--- config.mk ---
export PLATFORM = sky130hd
export DESIGN_NAME = id_ex_operand_stage
export DESIGN_NICKNAME = d
export VERILOG_FILES = /design/src/rtl/id_ex_operand_stage_pkg.sv /design/src/rtl/id_ex_operand_stage_fwd_mux.sv /design/src/rtl/id_ex_operand_stage.sv
export SDC_FILE = /design/constraint.sdc
export NUM_CORES = 1
export LEC_CHECK = 0
export BUFFER_PORTS_ARGS = -buffer_cell sky130_fd_sc_hd__buf_4
export CAP_MARGIN = 10
export CELL_PAD_IN_SITES_DETAIL_PLACEMENT = 0
export CELL_PAD_IN_SITES_GLOBAL_PLACEMENT = 2
export CORE_MARGIN = 8
export CORE_UTILIZATION = 25
export CTS_CLUSTER_SIZE = 10
export DETAILED_ROUTE_END_ITERATION = 16
export HOLD_SLACK_MARGIN = 0.02
export PLACE_DENSITY_LB_ADDON = 0.1
export SYNTH_ARGS = -nofsm -noshare
export SYNTH_HDL_FRONTEND = slang
export SYNTH_SLANG_ARGS = --single-unit
--- constraint.sdc ---
create_clock -name i_clk -period 2.35 [get_ports i_clk]
set_input_delay 0.235 -clock i_clk [delete_from_list [all_inputs] [get_ports i_clk]]
set_output_delay 0.235 -clock i_clk [all_outputs]
set_load 0.05 [all_outputs]
--- src/rtl/id_ex_operand_stage_pkg.sv ---
// Shared constants, ALU op encodings and the ID/EX bundle.
// The bubble value is the all-zero bundle.
package id_ex_operand_stage_pkg;

    localparam int DATA_W = 32;
    localparam int REG_AW = 5;
    localparam int OP_W   = 3;

    typedef enum logic [OP_W-1:0] {
        ALU_ADD = 3'd0,
        ALU_SUB = 3'd1,
        ALU_AND = 3'd2,
        ALU_OR  = 3'd3,
        ALU_XOR = 3'd4,
        ALU_SLT = 3'd5,
        ALU_SLL = 3'd6,
        ALU_SRL = 3'd7
    } alu_op_e;

    typedef struct packed {
        logic              valid;
        logic [REG_AW-1:0] rs;
        logic [REG_AW-1:0] rt;
        logic [REG_AW-1:0] rd;
        logic [DATA_W-1:0] rs_data;
        logic [DATA_W-1:0] rt_data;
        logic [DATA_W-1:0] imm;
        logic              use_imm;
        alu_op_e           alu_op;
        logic              reg_write;
        logic              mem_read;
        logic              mem_write;
        logic              mem_to_reg;
    } id_ex_t;

    localparam id_ex_t BUBBLE = '0;

    // r0 is hardwired, so a write aimed at it never matches a source
    function automatic logic wr_hit(
        input logic              we,
        input logic [REG_AW-1:0] wrd,
        input logic [REG_AW-1:0] src
    );
        return we && (wrd != '0) && (wrd == src);
    endfunction

endpackage

--- src/rtl/id_ex_operand_stage_fwd_mux.sv ---
// Operand forwarding select for one source register.
// EX/MEM has priority over MEM/WB; r0 always uses latched data.
module fwd_mux
    import id_ex_operand_stage_pkg::*;
(
    input  logic [REG_AW-1:0] i_idx,
    input  logic [DATA_W-1:0] i_data,
    input  logic              i_exmem_we,
    input  logic [REG_AW-1:0] i_exmem_rd,
    input  logic [DATA_W-1:0] i_exmem_val,
    input  logic              i_memwb_we,
    input  logic [REG_AW-1:0] i_memwb_rd,
    input  logic [DATA_W-1:0] i_memwb_val,
    output logic [DATA_W-1:0] o_val
);

    logic w_hit_exmem;
    logic w_hit_memwb;

    assign w_hit_exmem = wr_hit(i_exmem_we, i_exmem_rd, i_idx);
    assign w_hit_memwb = wr_hit(i_memwb_we, i_memwb_rd, i_idx);

    always_comb begin
        o_val = i_data;
        if (w_hit_exmem) begin
            o_val = i_exmem_val;
        end else if (w_hit_memwb) begin
            o_val = i_memwb_val;
        end
    end

endmodule

--- src/rtl/id_ex_operand_stage.sv ---
// ID/EX pipeline register with ALU operand forwarding,
// load-use hazard detection, stall write-snoop and flush.
module id_ex_operand_stage
    import id_ex_operand_stage_pkg::*;
(
    input  logic              i_clk,
    input  logic              i_rst,
    input  logic              i_id_valid,
    input  logic [REG_AW-1:0] i_id_rs,
    input  logic [REG_AW-1:0] i_id_rt,
    input  logic [REG_AW-1:0] i_id_rd,
    input  logic [DATA_W-1:0] i_id_rs_data,
    input  logic [DATA_W-1:0] i_id_rt_data,
    input  logic [DATA_W-1:0] i_id_imm,
    input  logic              i_id_use_imm,
    input  logic [OP_W-1:0]   i_id_alu_op,
    input  logic              i_id_reg_write,
    input  logic              i_id_mem_read,
    input  logic              i_id_mem_write,
    input  logic              i_id_mem_to_reg,
    input  logic              i_stall,
    input  logic              i_flush,
    input  logic              i_exmem_reg_write,
    input  logic              i_memwb_reg_write,
    input  logic [REG_AW-1:0] i_exmem_rd,
    input  logic [REG_AW-1:0] i_memwb_rd,
    input  logic [DATA_W-1:0] i_exmem_result,
    input  logic [DATA_W-1:0] i_memwb_data,
    output logic [DATA_W-1:0] o_a,
    output logic [DATA_W-1:0] o_b,
    output logic [OP_W-1:0]   o_op,
    output logic [DATA_W-1:0] o_store_data,
    output logic              o_ex_valid,
    output logic [REG_AW-1:0] o_ex_rd,
    output logic              o_ex_reg_write,
    output logic              o_ex_mem_read,
    output logic              o_ex_mem_write,
    output logic              o_ex_mem_to_reg,
    output logic              o_load_use_stall
);

    id_ex_t            r_q;
    id_ex_t            w_load;
    logic              w_snoop_rs;
    logic              w_snoop_rt;
    logic [DATA_W-1:0] w_fwd_rs;
    logic [DATA_W-1:0] w_fwd_rt;
    logic              w_rt_used;

    always_comb begin
        w_load            = BUBBLE;
        w_load.valid      = 1'b1;
        w_load.rs         = i_id_rs;
        w_load.rt         = i_id_rt;
        w_load.rd         = i_id_rd;
        w_load.rs_data    = i_id_rs_data;
        w_load.rt_data    = i_id_rt_data;
        w_load.imm        = i_id_imm;
        w_load.use_imm    = i_id_use_imm;
        w_load.alu_op     = alu_op_e'(i_id_alu_op);
        w_load.reg_write  = i_id_reg_write;
        w_load.mem_read   = i_id_mem_read;
        w_load.mem_write  = i_id_mem_write;
        w_load.mem_to_reg = i_id_mem_to_reg;
    end

    assign w_snoop_rs = wr_hit(i_memwb_reg_write, i_memwb_rd, r_q.rs);
    assign w_snoop_rt = wr_hit(i_memwb_reg_write, i_memwb_rd, r_q.rt);

    // An invalid decode slot is latched as a bubble so it presents all zeros
    always_ff @(posedge i_clk) begin
        if (i_rst) begin
            r_q <= BUBBLE;
        end else if (i_flush) begin
            r_q <= BUBBLE;
        end else if (i_stall) begin
            if (w_snoop_rs) begin
                r_q.rs_data <= i_memwb_data;
            end
            if (w_snoop_rt) begin
                r_q.rt_data <= i_memwb_data;
            end
        end else begin
            r_q <= i_id_valid ? w_load : BUBBLE;
        end
    end

    fwd_mux u_fwd_rs (
        .i_idx       (r_q.rs),
        .i_data      (r_q.rs_data),
        .i_exmem_we  (i_exmem_reg_write),
        .i_exmem_rd  (i_exmem_rd),
        .i_exmem_val (i_exmem_result),
        .i_memwb_we  (i_memwb_reg_write),
        .i_memwb_rd  (i_memwb_rd),
        .i_memwb_val (i_memwb_data),
        .o_val       (w_fwd_rs)
    );

    fwd_mux u_fwd_rt (
        .i_idx       (r_q.rt),
        .i_data      (r_q.rt_data),
        .i_exmem_we  (i_exmem_reg_write),
        .i_exmem_rd  (i_exmem_rd),
        .i_exmem_val (i_exmem_result),
        .i_memwb_we  (i_memwb_reg_write),
        .i_memwb_rd  (i_memwb_rd),
        .i_memwb_val (i_memwb_data),
        .o_val       (w_fwd_rt)
    );

    assign o_a          = w_fwd_rs;
    assign o_b          = r_q.use_imm ? r_q.imm : w_fwd_rt;
    assign o_store_data = w_fwd_rt;
    assign o_op         = r_q.alu_op;

    assign o_ex_valid      = r_q.valid;
    assign o_ex_rd         = r_q.rd;
    assign o_ex_reg_write  = r_q.reg_write;
    assign o_ex_mem_read   = r_q.mem_read;
    assign o_ex_mem_write  = r_q.mem_write;
    assign o_ex_mem_to_reg = r_q.mem_to_reg;

    // Stores need rt even when B takes the immediate
    assign w_rt_used = !i_id_use_imm || i_id_mem_write;

    assign o_load_use_stall = r_q.valid && r_q.mem_read
        && (r_q.rd != '0) && i_id_valid
        && ((r_q.rd == i_id_rs)
            || ((r_q.rd == i_id_rt) && w_rt_used));

endmodule

==> results.sh <==
export IMPL_grtUsageTotal_pct=21.2
export IMPL_ios=310
export IMPL_htree_levels=4
export IMPL_die_x_um=177
export IMPL_fillers=2384
export IMPL_area_growth_pct=114
export IMPL_clock_root_buffer="clkbuf_16"
export IMPL_wl_per_cell_um=21.2
export IMPL_cp_endpoint="o_b[31]"
export IMPL_yosysWarnings=0
export IMPL_criticalPathCategory="reg -> out"
export IMPL_post_route_util_pct=53.6
export IMPL_rsz0062_at_grt="true"
export IMPL_top_usage_layer="met2"
export IMPL_syn_area_mm2=0.00645
export IMPL_worstPathRequired_ns=2.12
export IMPL_gr_usage_met2_pct=36.6
export IMPL_grtUsageMet1_pct=25.5
export IMPL_regMostFlops="r_q"
export IMPL_vias=7934
export IMPL_antenna_found_initial=1
export IMPL_cp_end_kind="primary output"
export IMPL_worstPathArrival_ns=2.40
export IMPL_maxCapViolations=0
export IMPL_cts_buffers=17
export IMPL_gp_congestion=0.790
export IMPL_p_leak_nw=5.45
export IMPL_ir_drop_mv=0.329
export IMPL_syn_avg_cell_area_um2=7.86
export IMPL_placed_area_mm2=0.0100
export IMPL_min_path_type="in -> reg"
export IMPL_critPathLaunch="r_q[112]"
export IMPL_grt_first_pass_wirelength_mm=50.9
export IMPL_period_share_pct=112
export IMPL_r2r_start="r_q[112]"
export IMPL_largest_reg_flops=107
export IMPL_ys_types=40
export IMPL_grt_overflow_total=0
export IMPL_wirelength_mm=34.2
export IMPL_register_area_mm2=0.00242
export IMPL_skew_ns=0.0112
export IMPL_multi_input_area_mm2=0.00556
export IMPL_rr_worst_depth=12
export IMPL_setup_slack_ns=-0.283
export IMPL_dieArea_mm2=0.0312
export IMPL_final_area_mm2=0.0138
export IMPL_cts_sinks=120
export IMPL_row_count=59
export IMPL_timing_fmax_ghz=0.380
export IMPL_coreArea_mm2=0.0257
export IMPL_hold_viol=0
export IMPL_met3_usage_pct=5.59
export IMPL_slew_headroom_pct=32.6
export IMPL_worstMarginPinSlew_ns=1.01
export IMPL_port_buffers=309
export IMPL_nets=1469
export IMPL_dr_pass1_iters=5
export IMPL_clk_latency_ns=0.41
export IMPL_dp_hpwl_mm=22.2
export IMPL_path_max_fanout=8
export IMPL_drtIter0Drc=406
export IMPL_violations="negative setup slack"
export IMPL_grt_pass1_vias=8542
export IMPL_die_h_um=177
export IMPL_antenna_left=0
export IMPL_drv_slew=0
export IMPL_synth_seq_cells=120
export IMPL_path_clk_slew_ns=0.06
export IMPL_synthCells=821
export IMPL_crit_path_start_kind="register"
export IMPL_synth_fp_nets=1021
export IMPL_drive_gt1_share_pct=54.3
export IMPL_r2r_slack_ns=0.18
export IMPL_status="finished, violations left"
export IMPL_final_setup_viol_count=96
export IMPL_grt_max_degree=65
export IMPL_r2r_end="r_q[64]"
export IMPL_fin_setup_tns_ns=-17.88
export IMPL_power_density_mw_per_mm2=449
export IMPL_ys_seq_area_share_pct=37.2
export IMPL_drc=0
export IMPL_vias_per_cell=4.91
export IMPL_cts_buffer_depth=2
export IMPL_initial_utilization_pct=25.1
export IMPL_layout_min_cycle_time_ns=2.63
export IMPL_cts_tree="built"
-- metal layers --
metal	share of wire [%]	wire length, um
met3	6.1	2080
met1	43	14600
met4	1.8	610
met2	49	16900
met5	0	0
-- cells in the mapped netlist --
library cell	n	area share, %
a21oi_1	34	2.6
a221oi_1	30	4.1
a221oi_2	2	0.47
a22oi_1	87	10
and2_1	1	0.097
and3_1	32	3.1
and4_1	1	0.14
buf_1	5	0.29
buf_12	1	0.31
buf_2	9	0.70
buf_4	14	1.6
buf_6	5	0.87
buf_8	2	0.47
clkbuf_1	43	2.5
clkbuf_8	1	0.21
dfxtp_1	120	37
dlygate4sd1_1	1	0.14
dlymetal6s2s_1	2	0.39
mux2i_1	32	5.0
nand2_1	96	5.6
nand2_2	1	0.097
nand2b_1	1	0.097
nand3_1	3	0.23
nand3_2	1	0.16
nand4_1	1	0.097
nor2_1	155	9.0
nor2b_1	1	0.097
nor3_1	2	0.16
nor3_2	1	0.16
nor4_1	1	0.097
o2111ai_1	1	0.14
o211ai_1	1	0.12
o21a_1	1	0.12
o21ai_0	35	2.7
o21ai_1	30	2.3
o31ai_1	32	3.7
or2_2	2	0.19
or4_1	4	0.47
xnor2_1	13	1.8
xor2_1	17	2.3
-- per-stage QoR --
step	std cells	setup WS, ns	total power [W]	hold WS (ns)
3_3_place_gp	1460	-0.294	0.00331	0.433
4_1_cts	1595	-0.297	0.00619	0.0200
2_1_floorplan	821	-0.0587	0.00274	0.344
3_5_place_dp	1460	-0.294	0.00331	0.436
5_1_grt	1615	-0.400	0.00640	0.0267
6_report	1615	-0.283	0.00619	0.0343
-- cells in the final DEF, fill, tap and decap left out, drive strengths merged, types with 2 or more instances in the layout --
cell type	instances
dlygate4sd3	52
xor2	17
or2	2
nor3	3
xnor2	13
clkinvlp	4
nand3	4
a221oi	32
o31ai	32
buf	457
o21ai	65
a21oi	34
a22oi	87
nor2	156
clkinv	2
mux2i	32
nand2	97
or4	4
and3	32
clkbuf	24
dfxtp	120
-- area by class of cell --
cell class / count / area share (%)
tap: 335 / 3.04
clock buffer: 22 / 3.59
timing repair buffer: 511 / 35.0
sequential: 120 / 17.5
antenna: 1 / 0.0182
multi-input combinational: 619 / 40.3
clock inverter: 7 / 0.509
-- power by group --
group,internal (W),switching (W)
combinational,0.000712,0.000786
clock,0.00157,0.000998
sequential,0.00208,0.0000379
-- critical path, stage by stage, from the launching register on --
cell      delay (ns)
dfxtp_2         0.32
buf_6           0.12
xor2_4          0.15
nor3_4          0.18
buf_6           0.15
nand3_4         0.10
buf_6           0.14
buf_12          0.14
a221oi_4        0.38
o31ai_2         0.10
buf_6           0.17
-- logic make-up (layout without fill, tap and decap cells) --
group,after synthesis,count (layout),synth area share (%)
flip-flops,120,120,37.2
AND/OR/NAND/NOR,303,304,19.8
multiplexers,32,32,4.97
AO/OA/AOI/OAI,253,253,26.4
XOR/XNOR,30,30,4.07
other,0,1,0
buffers and inverters,83,540,7.51
-- worst min path at each step --
stage	from	endpoint	depth (start not counted)	slack, ns
final	i_id_rt_data[0]	r_q[40]	3	0.03
after global placement	i_id_rt_data[5]	r_q[45]	3	0.43
after global routing	i_id_rt_data[0]	r_q[40]	3	0.03
after CTS	i_id_rs_data[23]	r_q[95]	3	0.02
after detailed placement	i_id_rt_data[5]	r_q[45]	3	0.44
after floorplan	i_id_rs_data[31]	r_q[103]	2	0.34
-- what timing repair did --
item	CTS	global route
gates cloned	8	2
buffers inserted	47	20
endpoints found under the hold margin	51	1
resized for setup	273	88
pin swaps	76	27
setup endpoints to repair	96	96
hold buffers	51	1
(Power assumes the default switching activity.)
